### config.mk
export PLATFORM = sky130hd
export DESIGN_NAME = tmds_gearbox
export DESIGN_NICKNAME = d
export VERILOG_FILES = /design/src/rtl/tmds_gearbox.sv
export SDC_FILE = /design/constraint.sdc
export NUM_CORES = 1
export LEC_CHECK = 0
export CAP_MARGIN = 20
export CORE_UTILIZATION = 38
export CTS_CLUSTER_SIZE = 20
export DETAILED_ROUTE_END_ITERATION = 7
export GPL_ROUTABILITY_DRIVEN = 0
export GPL_TIMING_DRIVEN = 0
export PLACE_DENSITY = 0.62
export SLEW_MARGIN = 20
export SYNTH_ARGS = -nofsm -noshare
export SYNTH_HDL_FRONTEND = slang
export SYNTH_SLANG_ARGS = --single-unit
export TNS_END_PERCENT = 20
### constraint.sdc
create_clock -name clk_shift -period 3.7 [get_ports clk_shift]
set_input_delay 0.555 -clock clk_shift [delete_from_list [all_inputs] [get_ports clk_shift]]
set_output_delay 0.555 -clock clk_shift [all_outputs]
set_load 0.005 [all_outputs]
### src/rtl/tmds_gearbox.sv
// -----------------------------------------------------------------------------
// tmds_gearbox
//
// Serialises one 10-bit TMDS symbol per lane per pixel period into OUT_W bits
// per lane per clk_shift cycle, LSB first. It sits between the TMDS encoders
// and the ODDR/output pins. A one-deep symbol buffer decouples the producer.
// When no symbol is waiting at a symbol boundary, an idle symbol is inserted
// and the event is counted.
//
// Parameters
//   NCH    lane count; lane NCH-1 is the TMDS clock lane, the rest carry data
//   C_DDR  0: SDR (OUT_W=1, 10 cycles/symbol), 1: DDR (OUT_W=2, 5 cycles/symbol)
//   SYM_W  symbol width; must be 10
//
// Ports
//   clk_shift      shift clock (only clock)
//   rst            asynchronous active-high reset
//   sym_in         lane k symbol = sym_in[10k+9:10k]
//   sym_valid      sym_in is valid
//   sym_ready      buffer can accept sym_in this cycle (independent of sym_valid)
//   out_bits       lane k = out_bits[OUT_W*k +: OUT_W], bit0 = first bit out
//   underflow      one-cycle pulse: an idle symbol was inserted
//   underflow_cnt  saturating count of inserted idle symbols
//
// Optional feature macro: TMDS_GEARBOX_CLKGEN_EN
//   When defined, the clock lane is generated locally (0000011111 every
//   symbol) and the clock-lane bits of sym_in are ignored.
// -----------------------------------------------------------------------------
module tmds_gearbox #(
  parameter int NCH   = 4,
  parameter int C_DDR = 1,
  parameter int SYM_W = 10
) (
  input  logic                                   clk_shift,
  input  logic                                   rst,
  input  logic [NCH*SYM_W-1:0]                   sym_in,
  input  logic                                   sym_valid,
  output logic                                   sym_ready,
  output logic [NCH*((C_DDR != 0) ? 2 : 1)-1:0]  out_bits,
  output logic                                   underflow,
  output logic [7:0]                             underflow_cnt
);

  localparam int OUT_W = (C_DDR != 0) ? 2 : 1;
  localparam int P     = (C_DDR != 0) ? 5 : 10;
  localparam int CNT_W = 4;

  localparam logic [SYM_W-1:0] DATA_IDLE = 10'b1101010100;  // CTL0=CTL1=0
  localparam logic [SYM_W-1:0] CLK_IDLE  = 10'b0000011111;

  generate
    if (SYM_W != 10) begin : g_sym_w_check
      $error("tmds_gearbox: SYM_W must be 10");
    end
  endgenerate

  logic [CNT_W-1:0]     cnt_reg, cnt_next;
  logic                 full_reg, full_next;
  logic [NCH*SYM_W-1:0] buf_reg, buf_next;
  logic                 underflow_reg;
  logic [7:0]           underflow_cnt_reg;
  logic                 boundary;
  logic                 accept;

  assign boundary = (cnt_reg == CNT_W'(P - 1));
  // Ready depends only on registered state: the buffer is either empty or
  // being drained into the shift registers on this very edge.
  assign sym_ready = !full_reg || boundary;
  assign accept    = sym_valid && sym_ready;

  always_comb begin
    cnt_next  = boundary ? '0 : cnt_reg + CNT_W'(1);
    full_next = full_reg;
    buf_next  = buf_reg;
    if (boundary && full_reg) begin
      full_next = 1'b0;
    end
    // Applied after the drain so that a drain and a refill on the same edge
    // leave the buffer full with the new symbol.
    if (accept) begin
      full_next = 1'b1;
      buf_next  = sym_in;
    end
  end

  always_ff @(posedge clk_shift or posedge rst) begin
    if (rst) begin
      cnt_reg           <= '0;
      full_reg          <= 1'b0;
      buf_reg           <= '0;
      underflow_reg     <= 1'b0;
      underflow_cnt_reg <= '0;
    end else begin
      cnt_reg       <= cnt_next;
      full_reg      <= full_next;
      buf_reg       <= buf_next;
      underflow_reg <= boundary && !full_reg;
      if (boundary && !full_reg && (underflow_cnt_reg != 8'hFF)) begin
        underflow_cnt_reg <= underflow_cnt_reg + 8'd1;
      end
    end
  end

  assign underflow     = underflow_reg;
  assign underflow_cnt = underflow_cnt_reg;

  // Per-lane shift register and output register.
  genvar gi;
  generate
    for (gi = 0; gi < NCH; gi++) begin : g_lane
      localparam logic [SYM_W-1:0] LANE_IDLE = (gi == NCH - 1) ? CLK_IDLE : DATA_IDLE;

      logic [SYM_W-1:0] sreg_reg, sreg_next;
      logic [SYM_W-1:0] load_sym;
      logic [OUT_W-1:0] out_reg;

      always_comb begin
        load_sym = full_reg ? buf_reg[gi*SYM_W +: SYM_W] : LANE_IDLE;
`ifdef TMDS_GEARBOX_CLKGEN_EN
        if (gi == NCH - 1) begin
          load_sym = CLK_IDLE;
        end
`endif
        sreg_next = boundary ? load_sym : (sreg_reg >> OUT_W);
      end

      always_ff @(posedge clk_shift or posedge rst) begin
        if (rst) begin
          sreg_reg <= LANE_IDLE;
          out_reg  <= '0;
        end else begin
          sreg_reg <= sreg_next;
          out_reg  <= sreg_reg[OUT_W-1:0];
        end
      end

      assign out_bits[gi*OUT_W +: OUT_W] = out_reg;
    end
  endgenerate

endmodule

==> flow_metrics.py <==
metrics = {
    "run_status": {
        "outcome": "finished, final reports clean",
    },
    "clock_network": {
        "cts-hold-fix-buffers": 0,
        "root_buffer_cell": "sky130_fd_sc_hd__clkbuf_8",
        "cts_num_sinks": 102,
        "clock_tree.htree_level_count": 3,
        "post-cts-setup-buffers": 0,
        "tritoncts": "done",
        "clk_pin_slew_ps": 90,
        "cts_made_buffers": 9,
        "clock_insertion_delay_worst_skew_ps": 360,
        "cts-root-to-sink-buffers": 2,
        "cts.repair.resized": 0,
    },
    "timing": {
        "clock-skew-final_ps": 12.9,
        "hold_slack_ps": 355,
        "worst-slew-pin-transition_ps": 526,
        "finalMaxSlewViolations": 0,
        "fmaxAchievable_mhz": 407,
        "max_slew_margin": 0.649,
        "final_hold_viol_count": 0,
        "setup-violations-final": 0,
        "fin_ws_ps": 1240,
        "layout_min_cycle_time_ps": 2460,
        "period_share": 0.664,
        "rsz0062_at_grt": "false",
    },
    "critical_path": {
        "cp_data_arrival_time_ps": 1900,
        "crit_path_max_fanout": 8,
        "worst_setup_path_end_kind": "primary output",
        "worst_setup_path_start_kind": "register",
        "cp_data_required_time_ps": 3140,
        "launch_point_of_the_worst_reg_to_reg_path": "cnt_reg[0]",
        "setup.worst_path.start": "cnt_reg[0]",
        "worst_r2r_path_depth": 7,
        "crit_path_end": "sym_ready",
        "setup.reg_to_reg.worst_slack_ps": 1780,
        "timing_worst_setup_path_type": "register to primary output",
        "worstReg2RegEnd": "g_lane[2].sreg_reg[2]",
    },
    "grt": {
        "grt_overflow_total": 0,
        "antenna_found_initial": 0,
        "global_route_wire_length_before_repair_um": 12000,
        "via_count_of_the_first_global_routing_pass": 2404,
        "grt.total_usage": 0.140,
        "grt_start_max_net_pins": 64,
    },
    "placed_design": {
        "place.detailed.hpwl_um": 5020,
        "placed_cells": 514,
        "postPlaceCellArea_mm2": 0.00489,
        "io_buffer_count": 60,
        "place_worst_setup_slack_ps": 1600,
    },
    "drt": {
        "vias_per_cell": 4.63,
        "wl_um": 7260,
        "drt.antenna.violating_nets": 0,
        "drt_pre_antenna_iters": 5,
        "first_iter_violations": 85,
        "wl_per_cell_um": 13.7,
        "drc_errors": 0,
        "num_vias": 2454,
    },
    "synth": {
        "fraction_of_registers_with_async_set_or_reset_after_synthesis": 1.00,
        "mappedNetlistArea_mm2": 0.00408,
        "synth_seq_cells": 102,
        "ys_seq_area_frac": 0.631,
        "dominantRegCellSynth": "sky130_fd_sc_hd__dfrtp_1",
        "synthesized_instance_count": 317,
        "synth.avg_cell_area_um2": 12.9,
        "synthesis.yosys.warnings": 0,
        "synth_enable_flop_cells": 0,
        "netlist-cell-type-count": 28,
        "synth_nets": 363,
    },
    "floorplan": {
        "initial_utilization": 0.394,
        "core_area_mm2": 0.0104,
        "die_width_um": 106,
        "floorplan.die.height_um": 106,
        "std_cell_rows": 37,
        "die_area_mm2": 0.0112,
        "io_pins": 61,
    },
    "job": {
        "max_cap_violations": 0,
    },
    "final_layout": {
        "layout-drive-gt1-share": 0.231,
        "most-common-layout-cells": "sky130_fd_sc_hd__dfrtp_1 (82), sky130_fd_sc_hd__clkdlybuf4s50_1 (60), sky130_fd_sc_hd__nand2_1 (44)",
        "fill_cells": 925,
        "finish.instance_area_mm2": 0.00512,
        "layout-area-overhead-vs-synth_pct": 25.3,
        "nNetsFinal": 435,
        "finish.cell_count_without_fillers": 530,
        "final_util": 0.494,
        "most_common_cell_after_layout_fill_and_taps_aside": "sky130_fd_sc_hd__dfrtp_1",
        "antenna-diode-count": 0,
    },
    "worst_hold_path": {
        "timing.hold.worst.class": "register to register",
    },
    "power": {
        "largest_vdd_supply_drop_mv": 0.216,
        "power-per-cell-area_mw_per_mm2": 457,
        "leakagePower_uw": 0.00242,
    },
}
## worst min path at each step
stage | from | end | cells after the start
global route | g_lane[2].sreg_reg[1] | g_lane[2].out_reg[1] | 0
finish | g_lane[0].sreg_reg[0] | g_lane[0].out_reg[0] | 0
global placement | g_lane[2].sreg_reg[1] | g_lane[2].out_reg[1] | 0
CTS | g_lane[0].sreg_reg[0] | g_lane[0].out_reg[0] | 0
floorplan | g_lane[0].sreg_reg[0] | g_lane[0].out_reg[0] | 0
detailed placement | g_lane[0].sreg_reg[0] | g_lane[0].out_reg[0] | 0
## synth_stat cells (all sizes together), types with 3 or more instances
| master | number | area share |
|---|---|---|
| o21ai | 21 | 0.026 |
| nand3 | 3 | 0.0037 |
| a21oi | 6 | 0.0074 |
| inv | 24 | 0.022 |
| mux2 | 44 | 0.16 |
| nand2 | 45 | 0.043 |
| a31oi | 14 | 0.021 |
| buf | 6 | 0.015 |
| ha | 3 | 0.0092 |
| dfstp | 20 | 0.13 |
| dfrtp | 82 | 0.50 |
| clkbuf | 11 | 0.010 |
| nor2 | 22 | 0.020 |
## metal layers
layer | wire length, um | vias to the layer above | global-route usage | share of wire
li1 | - | 1195 | - | -
met1 | 3530 | 1197 | 0.199 | 0.49
met2 | 3300 | 53 | 0.205 | 0.45
met3 | 298 | 9 | 0.0272 | 0.041
met4 | 131 | 0 | 0.0655 | 0.018
met5 | 0 | - | 0 | 0
## power breakdown
part / total [uW] / internal (uW) / switching, uW
logic: 284 / 185 / 99.0
registers: 1270 / 1220 / 49.1
clock network: 787 / 404 / 383
total: 2340 / 1810 / 531
## through the flow
step	power [uW]	setup TNS (ps)
floorplan	1460	0
global placement	1570	-76440
detailed placement	1580	0
CTS	2370	0
global route	2450	0
finish	2340	0
## area by class of cell
class | count | area, um^2 | area share
flip-flops and latches | 102 | 2580 | 0.504
multi-input cells | 174 | 1310 | 0.257
repair buffers | 61 | 628 | 0.123
well taps | 136 | 170 | 0.0332
clock buffers | 10 | 138 | 0.0269
plain buffers | 17 | 103 | 0.0200
inverters | 24 | 95.1 | 0.0186
clock inverters | 6 | 93.8 | 0.0183
## cell families (layout without fill, tap and decap cells)
group / after synthesis / count (layout) / synth area share
flops: 102 / 102 / 0.631
simple gates: 80 / 80 / 0.0876
mux: 44 / 44 / 0.158
compound gates: 43 / 43 / 0.0582
buf+inv: 41 / 118 / 0.0472
xor+xnor: 4 / 4 / 0.00858
fa+ha+maj: 3 / 3 / 0.00919
## critical path, cell delays in order, from the launching register on
cell,delay (ps)
sky130_fd_sc_hd__dfrtp_1,420
sky130_fd_sc_hd__inv_1,70
sky130_fd_sc_hd__ha_1,250
sky130_fd_sc_hd__nand3b_4,160
sky130_fd_sc_hd__nand2_4,120
sky130_fd_sc_hd__clkdlybuf4s50_1,530
(Power assumes the default switching activity.)
